File: src/rtl/priority_decoder_dispatch.sv
// Priority-decoder dispatch: latches an encoded index and holds the
// matching one-hot line until the consumer acks or the hold times out.
//
// Ports:
//   clk, rst_n    clock, async active-low reset
//   in_valid      encoded index present
//   in_idx        encoded index (IDX_W bits)
//   in_ready      high while idle (combinational)
//   out_onehot    registered one-hot line, zero when idle
//   out_valid     a line is being driven
//   out_ack       consumer of the active line accepts
//   timeout_err   one-cycle pulse when a hold expires without ack
//   event_cnt     acked dispatches, saturating at 255
module priority_decoder_dispatch #(
  parameter int IDX_W   = 2,
  parameter int TIMEOUT = 15,
  parameter int CNT_W   = 4
) (
  input  logic                  clk,
  input  logic                  rst_n,
  input  logic                  in_valid,
  input  logic [IDX_W-1:0]      in_idx,
  output logic                  in_ready,
  output logic [2**IDX_W-1:0]   out_onehot,
  output logic                  out_valid,
  input  logic                  out_ack,
  output logic                  timeout_err,
  output logic [7:0]            event_cnt
);

  localparam int N = 2**IDX_W;
  localparam logic [CNT_W-1:0] HOLD_LAST = CNT_W'(TIMEOUT - 1);

  typedef enum logic {
    IDLE  = 1'b0,
    DRIVE = 1'b1
  } state_t;

  state_t           state;
  logic [CNT_W-1:0] hold;
  logic [N-1:0]     dec;

  // full binary-to-one-hot decode; every index value is legal
  always_comb begin
    dec = '0;
    for (int i = 0; i < N; i++) begin
      dec[i] = (in_idx == IDX_W'(i));
    end
  end

  assign in_ready = (state == IDLE);

  always_ff @(posedge clk or negedge rst_n) begin
    if (!rst_n) begin
      state       <= IDLE;
      hold        <= '0;
      out_onehot  <= '0;
      out_valid   <= 1'b0;
      timeout_err <= 1'b0;
      event_cnt   <= 8'd0;
    end else begin
      timeout_err <= 1'b0;
      unique case (state)
        IDLE: begin
          if (in_valid) begin
            out_onehot <= dec;
            out_valid  <= 1'b1;
            hold       <= '0;
            state      <= DRIVE;
          end
        end
        DRIVE: begin
          // ack has priority over an expiring hold
          if (out_ack) begin
            out_onehot <= '0;
            out_valid  <= 1'b0;
            state      <= IDLE;
            if (event_cnt != 8'hff) begin
              event_cnt <= event_cnt + 8'd1;
            end
          end else if (hold == HOLD_LAST) begin
            out_onehot  <= '0;
            out_valid   <= 1'b0;
            timeout_err <= 1'b1;
            state       <= IDLE;
          end else begin
            hold <= hold + CNT_W'(1);
          end
        end
        default: state <= IDLE;
      endcase
    end
  end

endmodule

File: config.mk
export PLATFORM = sky130hd
export DESIGN_NAME = priority_decoder_dispatch
export DESIGN_NICKNAME = d
export VERILOG_FILES = /design/src/rtl/priority_decoder_dispatch.sv
export SDC_FILE = /design/constraint.sdc
export NUM_CORES = 1
export LEC_CHECK = 0
export CORE_ASPECT_RATIO = 1.75
export CORE_MARGIN = 1
export CORE_UTILIZATION = 40
export CTS_BUF_LIST = sky130_fd_sc_hd__clkbuf_8
export DETAILED_ROUTE_END_ITERATION = 8
export PLACE_DENSITY = 0.73
export SLEW_MARGIN = 20
export SYNTH_ARGS = -nofsm -noshare
export SYNTH_HDL_FRONTEND = slang
export SYNTH_SLANG_ARGS = --single-unit
File: constraint.sdc
create_clock -name clk -period 4.36 [get_ports clk]
set_input_delay 0.654 -clock clk [delete_from_list [all_inputs] [get_ports clk]]
set_output_delay 0.654 -clock clk [all_outputs]
set_load 0.02 [all_outputs]
# Word-level counts from Yosys, hierarchy flattened
# Cells that the tools add are included.
[op_classes] n_mux=19 bitwise_logic=1 n_addsub=2 n_reduce_logical=4 n_eq_ne=9
[op_table] operator="$mux W4" count=6
[op_table] operator="$pmux W4 S2" count=2
[op_table] operator="$mux W1" count=9
[op_table] operator="$add A8 B1 Y8 const B" count=1
[op_table] operator="$ne A8 B8 Y1 const B" count=1
[op_table] operator="$ne A2 B2 Y1 const B" count=3
[op_table] operator="$reduce_and A3 Y1" count=2
[op_table] operator="$add A4 B1 Y4 const B" count=1
[op_table] operator="$eq A2 B2 Y1 const B" count=2
[op_table] operator="$eq A4 B4 Y1 const B" count=1
[op_table] operator="$pmux W1 S2" count=2
[op_table] operator="$ne A3 B2 Y1 const B" count=1
[op_table] operator="$eq A2 B1 Y1 const B" count=1
[op_table] operator="$logic_not A2 Y1" count=1
[op_table] operator="$reduce_and A2 Y1" count=1
[op_table] operator="$not A1 Y1" count=1
[totals] output_inout_bits=15 elab_cells=41 inputBits=6 register_bits=19

# Depth between registers and ports, before layout
# Gate-level depths: netlist of run 1.
[depth] word_depth=4 depth_mapped=6 mapped_depth_nobuf=6

# Least setup slack after synthesis of run 1
# OpenSTA, ideal clock, no wires.
[synth_path] path_kind="register -> register" startpoint="reg event_cnt[0]" endpoint="reg event_cnt[1]" path_buffers=0 required_ns=4.235 setup_time_ns=0.125 path_slack_ns=2.810 t_arrival_ns=1.426 path_stages_with_launch=6 synth_period_minus_slack_ns=1.550 path_cell_list="dfrtp_1 > ha_1 > nand3_1 > nand2b_1 > nand2_1 > mux2_2"
[synth_via] elab_chain_len=2 elab_cells_between_ends=3 cone_classes="add/sub: 1; eq/ne: 1; reduce/logical: 1"
[synth_lines] item="from (decl)" line="28" rtl="output logic [7:0] event_cnt"
[synth_lines] item="from (signal assigned)" line="79" rtl="event_cnt <= event_cnt + 8'd1;"
[synth_lines] item="parallel branches: the longest is 2 deep, another holds $add A8 B1 Y8"
# Parallel ways; which one is timed is not known.
# A chain may end at the register's enable or synchronous reset.

# Final worst setup path of run 1
[layout_path] startpoint="reg state" endpoint="out in_ready"
[layout_via] elab_chain_len=1
[layout_lines] item="from (decl)" line="39" rtl="state_t state;"
[layout_lines] item="from (signal assigned)" line="55" rtl="state <= IDLE;"
[layout_lines] item="from (signal assigned)" line="69" rtl="state <= DRIVE;"
[layout_lines] item="from (signal assigned)" line="77" rtl="state <= IDLE;"
[layout_lines] item="$not A1 Y1"
[layout_lines] item="to (decl)" line="23" rtl="output logic in_ready,"
# No other way between the ends.

==> results of run 1 <==
report_power, final:
part	total (uW)	internal (uW)	switching [uW]
registers	270	216	53.9
clock network	123	63.6	59.3
logic	199	99.1	100
total	592	378	214
worst max-delay path: cells and delay by family, from the launching register on:
family / cells / cell delay [ns]
buffers and inverters: 2 / 0.72
flip-flops: 1 / 0.51
cell families after synthesis:
logic type               Yosys count  synth area share (%)
XOR/XNOR                           3                  2.83
flip-flops                        19                  51.2
multiplexers                       2                  2.43
AND/OR/NAND/NOR                   43                  24.3
AO/OA/AOI/OAI                     21                  12.8
buffers and inverters              5                  2.43
adder cells (fa/ha/maj)            3                  4.04
stage by stage:
stage               setup WS (ns)  cell area, um^2  total power, uW  util (%)
finish                       2.22             1200              592      55.8
global route                 2.14             1200              633      55.8
CTS                          2.21             1200              598      55.8
detailed placement           2.21             1150              477      53.6
global placement             2.25             1150              470      53.6
floorplan                    2.81              928              379         -
synthesized netlist by cell type, drive strengths merged:
master  instances
dfrtp          19
nand2          15
a21oi          10
nand3           7
o21ai           7
nor2            5
ha              3
inv             3
nor2b           3
nor3            3
a41oi           2
mux2            2
nand2b          2
nor3b           2
xnor2           2
a31oi           1
a32o            1
and2            1
and3            1
and4            1
and4bb          1
buf             1
clkinv          1
nand4           1
nor4b           1
xor2            1
metal layers:
metal,GRT usage [%],vias to the layer above
met4,11.6,0
met5,0,-
met2,27.5,11
met3,1.01,5
li1,-,385
met1,20.0,368
layout make-up:
cell class / count / area [um^2]
clock buffer: 3 / 41.3
clock inverter: 1 / 5.00
fill: 200 / 950
inverter: 4 / 15.0
multi-input combinational: 72 / 430
sequential: 19 / 475
tap: 24 / 30.0
timing repair buffer: 20 / 200
final timing paths:
kind                                      end  slack [ns]           from
worst max register to register   event_cnt[1]        2.84   event_cnt[0]
worst min-delay path            out_onehot[0]        0.51  out_onehot[0]
max in group asynchronous           out_valid        2.98          rst_n
min in group asynchronous        event_cnt[2]        0.87          rst_n
worst max-delay path                 in_ready        2.22          state
worst min register to register  out_onehot[0]        0.51  out_onehot[0]
placed cells by master, fill, tap and decap left out, types with 2 or more instances in the layout:
cell type,count
a21oi_1,10
a41oi_1,2
clkbuf_8,3
clkdlybuf4s50_1,20
dfrtp_1,19
ha_1,3
inv_1,3
nand2_1,15
nand2b_1,2
nand3_1,7
nor2_1,5
nor2b_1,3
nor3_1,2
nor3b_1,2
o21ai_0,7
xnor2_1,2
flip-flops by register name, indices dropped and copies added, names as in the netlist:
name,cells
hold,4
out_onehot,4
state,1
timeout_err,1
event_cnt,8
out_valid,1
==> summary.md, run 1 <==
| Metric | Value |
|---|---|
| Status | `finished clean` |
| Element type at the critical path end | `output pin` |
| Resized Gates After CTS | `0` |
| Die Footprint | `2530 um^2` |
| Maximum buffer depth of the clock tree | `2` |
| Dominant cell type by area after synthesis | `dfrtp_1` |
| Critical path arrival | `1.49 ns` |
| Number of antenna violations at the first check in global routing | `0` |
| Max-Cap Viols | `0` |
| Leakage power total | `0.000510 uW` |
| Depth of the most critical reg-to-reg path | `5` |
| Clock-pin slew on the worst setup and hold paths | `0.07 ns` |
| Met3 Wirelength | `34 um` |
| Cell-by-cell listing of the critical path | `inv_1 > clkdlybuf4s50_1` |
| RSZ-0062 raised after global routing | `no` |
| DR WL met2 | `896 um` |
| DR iter-0 viols | `18` |
| Proportion of layout cells with a drive suffix above 1 | `5.88%` |
| Post-route antenna net violation count | `0` |
| Crit-path max cell delay | `0.60 ns` |
| Root Buffer Master | `clkbuf_8` |
| IO buf count | `20` |
| Worst Hold Slack | `~0.51 ns` |
| Pin count of the biggest net entering global routing | `20` |
| Post-layout net count | `129` |
| Final weighted congestion of routability-driven global placement | `0.750` |
| Top routing layer in use | `met4` |
| Wire length of the first global-routing pass | `~3000 um` |
| Clk_skew | `0.000909 ns` |
| Worst endpoint required time | `3.71 ns` |
| Met1 layer wirelength in the final routing | `727 um` |
| Relative slew slack | `45.0%` |
| Area of the core | `~2100 um^2` |
| Buffer count from post-CTS setup fixing | `0` |
| HPWL after detailed placement | `1310 um` |
| Top cell type's share of synthesized area | `51.2%` |
| Number of flip-flops and latches in the synthesized netlist | `19` |
| Top-level port count | `21` |
| Hold Violations, Final | `0` |
| Clock latency reported for the late side of the worst-skew pair | `between 0.2 and 0.3 ns` |
| Hold Path Stages | `2` |
| Starting utilization of the core area | `a little over two fifths` |
| TritonCTS clock tree | `done` |
| Max rail drop VDD | `0.281 mV` |
| Total number of vias | `between 700 and 800` |
| Final clock period utilization by the worst path | `49.1%` |
| Final antenna diode count | `0` |
| Drt first pass iters | `4` |
| Top cells by area, synth | `dfrtp_1, nand2_1, a21oi_1` |
| Number of placed cells counting well taps | `139` |
| Yosys warnings | `0` |
| Worst Max-Slew Pin Slew | `0.823 ns` |
| Chip Height | `65.7 um` |
| H-tree level count | `1` |
| Hold buffer count at cts | `0` |
| Number of standard cells after synthesis | `96` |
| Sink count of the clock tree | `19` |
| Non-Filler Instances | `~140` |
| Category of the worst setup path launch point | `register` |
| Vias per inst | `between 5 and 6` |
| Cell row count | `22` |
| Syn Nets | `105` |
| Final critical-path required period | `around 2.1 ns` |
| Netlist cell types | `28` |
| Drt drc | `0` |
| Overflow left after global routing | `0` |
| Clock buffers created by TritonCTS | `3` |
| Overall fraction of global-route tracks in use | `16.8%` |
| Class of the worst hold path | `register to register` |
| Worst Path Class, Setup | `register to output pin` |
| Post-synthesis instance area | `about 930 um^2` |
| Count of final setup violators | `0` |
| Post-Route WL | `1710 um` |
| DIE WIDTH | `around 38 um` |
| Slowest library cell on the worst path | `clkdlybuf4s50_1` |
| Area grow syn2layout | `29.0%` |
| Critical-path maximum fanout | `13` |
| Post-Syn Area per Cell | `9.67 um^2` |
| Total negative slack for setup checks | `0 ns` |
| Top achievable clock speed | `467 MHz` |
| DR WL/cell | `12.0 um` |
| Power per cell area | `494 nW/um^2` |
| Number of global-route vias before repair | `734` |
| Number of max-slew violations in the final report | `0` |
| Sequential share of the synthesized area | `around half` |
Note: power is estimated with default switching activity, not from simulation.
==> run 2, diff against run 1 <==
==> constraint.sdc (replaced) <==
create_clock -name clk -period 2 [get_ports clk]
set_input_delay 0.3 -clock clk [delete_from_list [all_inputs] [get_ports clk]]
set_output_delay 0.3 -clock clk [all_outputs]
set_load 0.02 [all_outputs]
==> run 2 against run 1 <==
Combinational power rose by 120%. Final area rose by 0.63%. Worst hold slack got worse by 0.14 ns. Critical path depth did not move. Largest cell class unchanged. Highest routed layer unchanged.
==> summary.md, run 2 (same netlist as run 1, synthesis figures left out) <==
| Metric | Value |
|---|---|
| Starting utilization of the core area | `43.2% (unchanged)` |
| Critical path arrival | `1.49 ns (about the same)` |
| Critical-path maximum fanout | `13 (unchanged)` |
| Overall fraction of global-route tracks in use | `16.9% (+0.089 points)` |
| Number of global-route vias before repair | `704 (-4.1%)` |
| Class of the worst hold path | `primary input to async pin` |
| Worst endpoint required time | `1.70 ns (-2.01 ns)` |
| Total negative slack for setup checks | `0 ns (unchanged)` |
| Setup slack after layout | `0.209 ns (-2.01 ns)` |
| Cell-by-cell listing of the critical path | `inv_1 > clkdlybuf4s50_1` |
| Count of final setup violators | `0 (unchanged)` |
| Wire length of the first global-routing pass | `2940 um (-2.5%)` |
| Crit-path max cell delay | `0.60 ns (about the same)` |
| TritonCTS clock tree | `done` |
| Worst Max-Slew Pin Slew | `0.342 ns (-0.481 ns)` |
| Depth of the most critical reg-to-reg path | `5 (unchanged)` |
| Cell row count | `22 (unchanged)` |
| Max-Cap Viols | `0 (unchanged)` |
| Total number of vias | `762 (-0.91%)` |
| Clock latency reported for the late side of the worst-skew pair | `0.26 ns (about the same)` |
| Top achievable clock speed | `558 MHz` |
| Category of the worst setup path launch point | `register` |
| Hold Violations, Final | `0 (unchanged)` |
| Die Footprint | `2530 um^2 (unchanged)` |
| Maximum buffer depth of the clock tree | `2 (unchanged)` |
| Max FFs per register | `8 (unchanged)` |
| Fill cell instance count of the final layout | `194 (-3.0%)` |
| Relative slew slack | `76.9% (+32 points)` |
| Area grow syn2layout | `29.8%` |
| Final antenna diode count | `0 (unchanged)` |
| Pin count of the biggest net entering global routing | `20 (unchanged)` |
| Top-level port count | `21 (unchanged)` |
| Drt drc | `0 (unchanged)` |
| Clock-pin slew on the worst setup and hold paths | `0.07 ns (about the same)` |
| Post-DP Area | `1160 um^2 (+0.65%)` |
| Post-layout net count | `130 (+0.78%)` |
| Element type at the critical path end | `output pin` |
| Chip Height | `65.7 um (unchanged)` |
| IO buf count | `20 (unchanged)` |
| Proportion of layout cells with a drive suffix above 1 | `6.67% (+0.78 points)` |
| Clk_skew | `0.00482 ns (+0.00391 ns)` |
| Sink count of the clock tree | `19 (unchanged)` |
| Post-route antenna net violation count | `0 (unchanged)` |
| Buffer count from post-CTS setup fixing | `0 (unchanged)` |
| R2r startpoint | `event_cnt[0]` |
| Drt first pass iters | `4 (unchanged)` |
| Commonest non-fill, non-tap cells in the layout | `clkdlybuf4s50_1, dfrtp_1, nand2_1` |
| Number of placed cells counting well taps | `140 (+0.72%)` |
| Root Buffer Master | `clkbuf_8` |
| Biggest registers after layout | `event_cnt (8), hold (4), out_onehot (4)` |
| Most common library cell in the layout ignoring fill and taps | `clkdlybuf4s50_1` |
| Number of max-slew violations in the final report | `0 (unchanged)` |
| HPWL after detailed placement | `1310 um (-0.33%)` |
| RSZ-0062 raised after global routing | `no` |
| Hold buffer count at cts | `0 (unchanged)` |
| Clock buffers created by TritonCTS | `3 (unchanged)` |
| Final weighted congestion of routability-driven global placement | `0.760 (+1.3%)` |
| DR iter-0 viols | `25 (+7)` |
| DR WL/cell | `11.9 um (-0.93%)` |
| Worst Path Class, Setup | `register to output pin` |
| DIE WIDTH | `38.4 um (unchanged)` |
| Resized Gates After CTS | `0 (unchanged)` |
| Post-Route WL | `1710 um (-0.23%)` |
| Leakage power total | `0.000515 uW (+0.94%)` |
| Critical path startpoint | `state` |
| Max rail drop VDD | `0.717 mV (+150%)` |
| Layout Cell Area excl Fill | `1200 um^2 (+0.63%)` |
| Vias per inst | `5.29 (-1.6%)` |
| H-tree level count | `1 (unchanged)` |
| Status | `finished clean` |
| Number of antenna violations at the first check in global routing | `0 (unchanged)` |
| Biggest register | `event_cnt` |
| Final clock period utilization by the worst path | `approximately nine tenths` |
| Overflow left after global routing | `0 (unchanged)` |
| Area of the core | `2150 um^2 (unchanged)` |
| Non-Filler Instances | `144 (+0.70%)` |
| Power per cell area | `1070 nW/um^2 (+120%)` |
| Slowest library cell on the worst path | `clkdlybuf4s50_1` |
| Final critical-path required period | `1.79 ns` |
| Pre-CTS setup slack | `0.210 ns (-1.99 ns)` |
run 2: layer usage:
metal,global-route usage [%],part of all wire (%),vias to the layer above,wire (um)
met3,3.04,2.3,5,39
met2,28.2,53,11,913
met4,11.6,3.5,0,59
li1,-,-,388,-
met5,0,0,-,0
met1,18.3,41,358,696
run 2: worst paths after layout:
check                               end  slack (ns)
min in group clk              out_valid        0.52
hold reg to reg               out_valid        0.52
hold / removal             event_cnt[4]        0.37
setup reg to reg           event_cnt[1]        0.49
max in group asynchronous  event_cnt[6]        1.43
setup / recovery               in_ready        0.21
run 2: final cells by class:
| type | count | area, um^2 | area share, % |
|---|---|---|---|
| Sequential cell | 19 | 475 | 39.5 |
| Multi-Input combinational cell | 72 | 430 | 35.7 |
| Timing Repair Buffer | 21 | 208 | 17.2 |
| Clock buffer | 3 | 41.3 | 3.43 |
| Tap cell | 24 | 30.0 | 2.49 |
| Inverter | 4 | 15.0 | 1.25 |
| Clock inverter | 1 | 5.00 | 0.415 |
run 2: critical path, delay by kind of cell, from the launching register on:
kind / cells / cell delay [ns]
flops: 1 / 0.50
buf+inv: 2 / 0.72
run 2: where the power goes:
group	internal (uW)	switching [uW]
Combinational	218	219
Clock	139	128
Sequential	471	117
Total	827	465
run 2: stage by stage:
stage                     total power, uW  hold slack (ns)  util, %
after floorplan                       826          0.00441        -
after global placement               1030            0.488     54.0
after detailed placement             1040            0.506     54.0
after CTS                            1310            0.380     56.1
after global routing                 1380            0.394     56.1
final                                1290            0.369     56.1
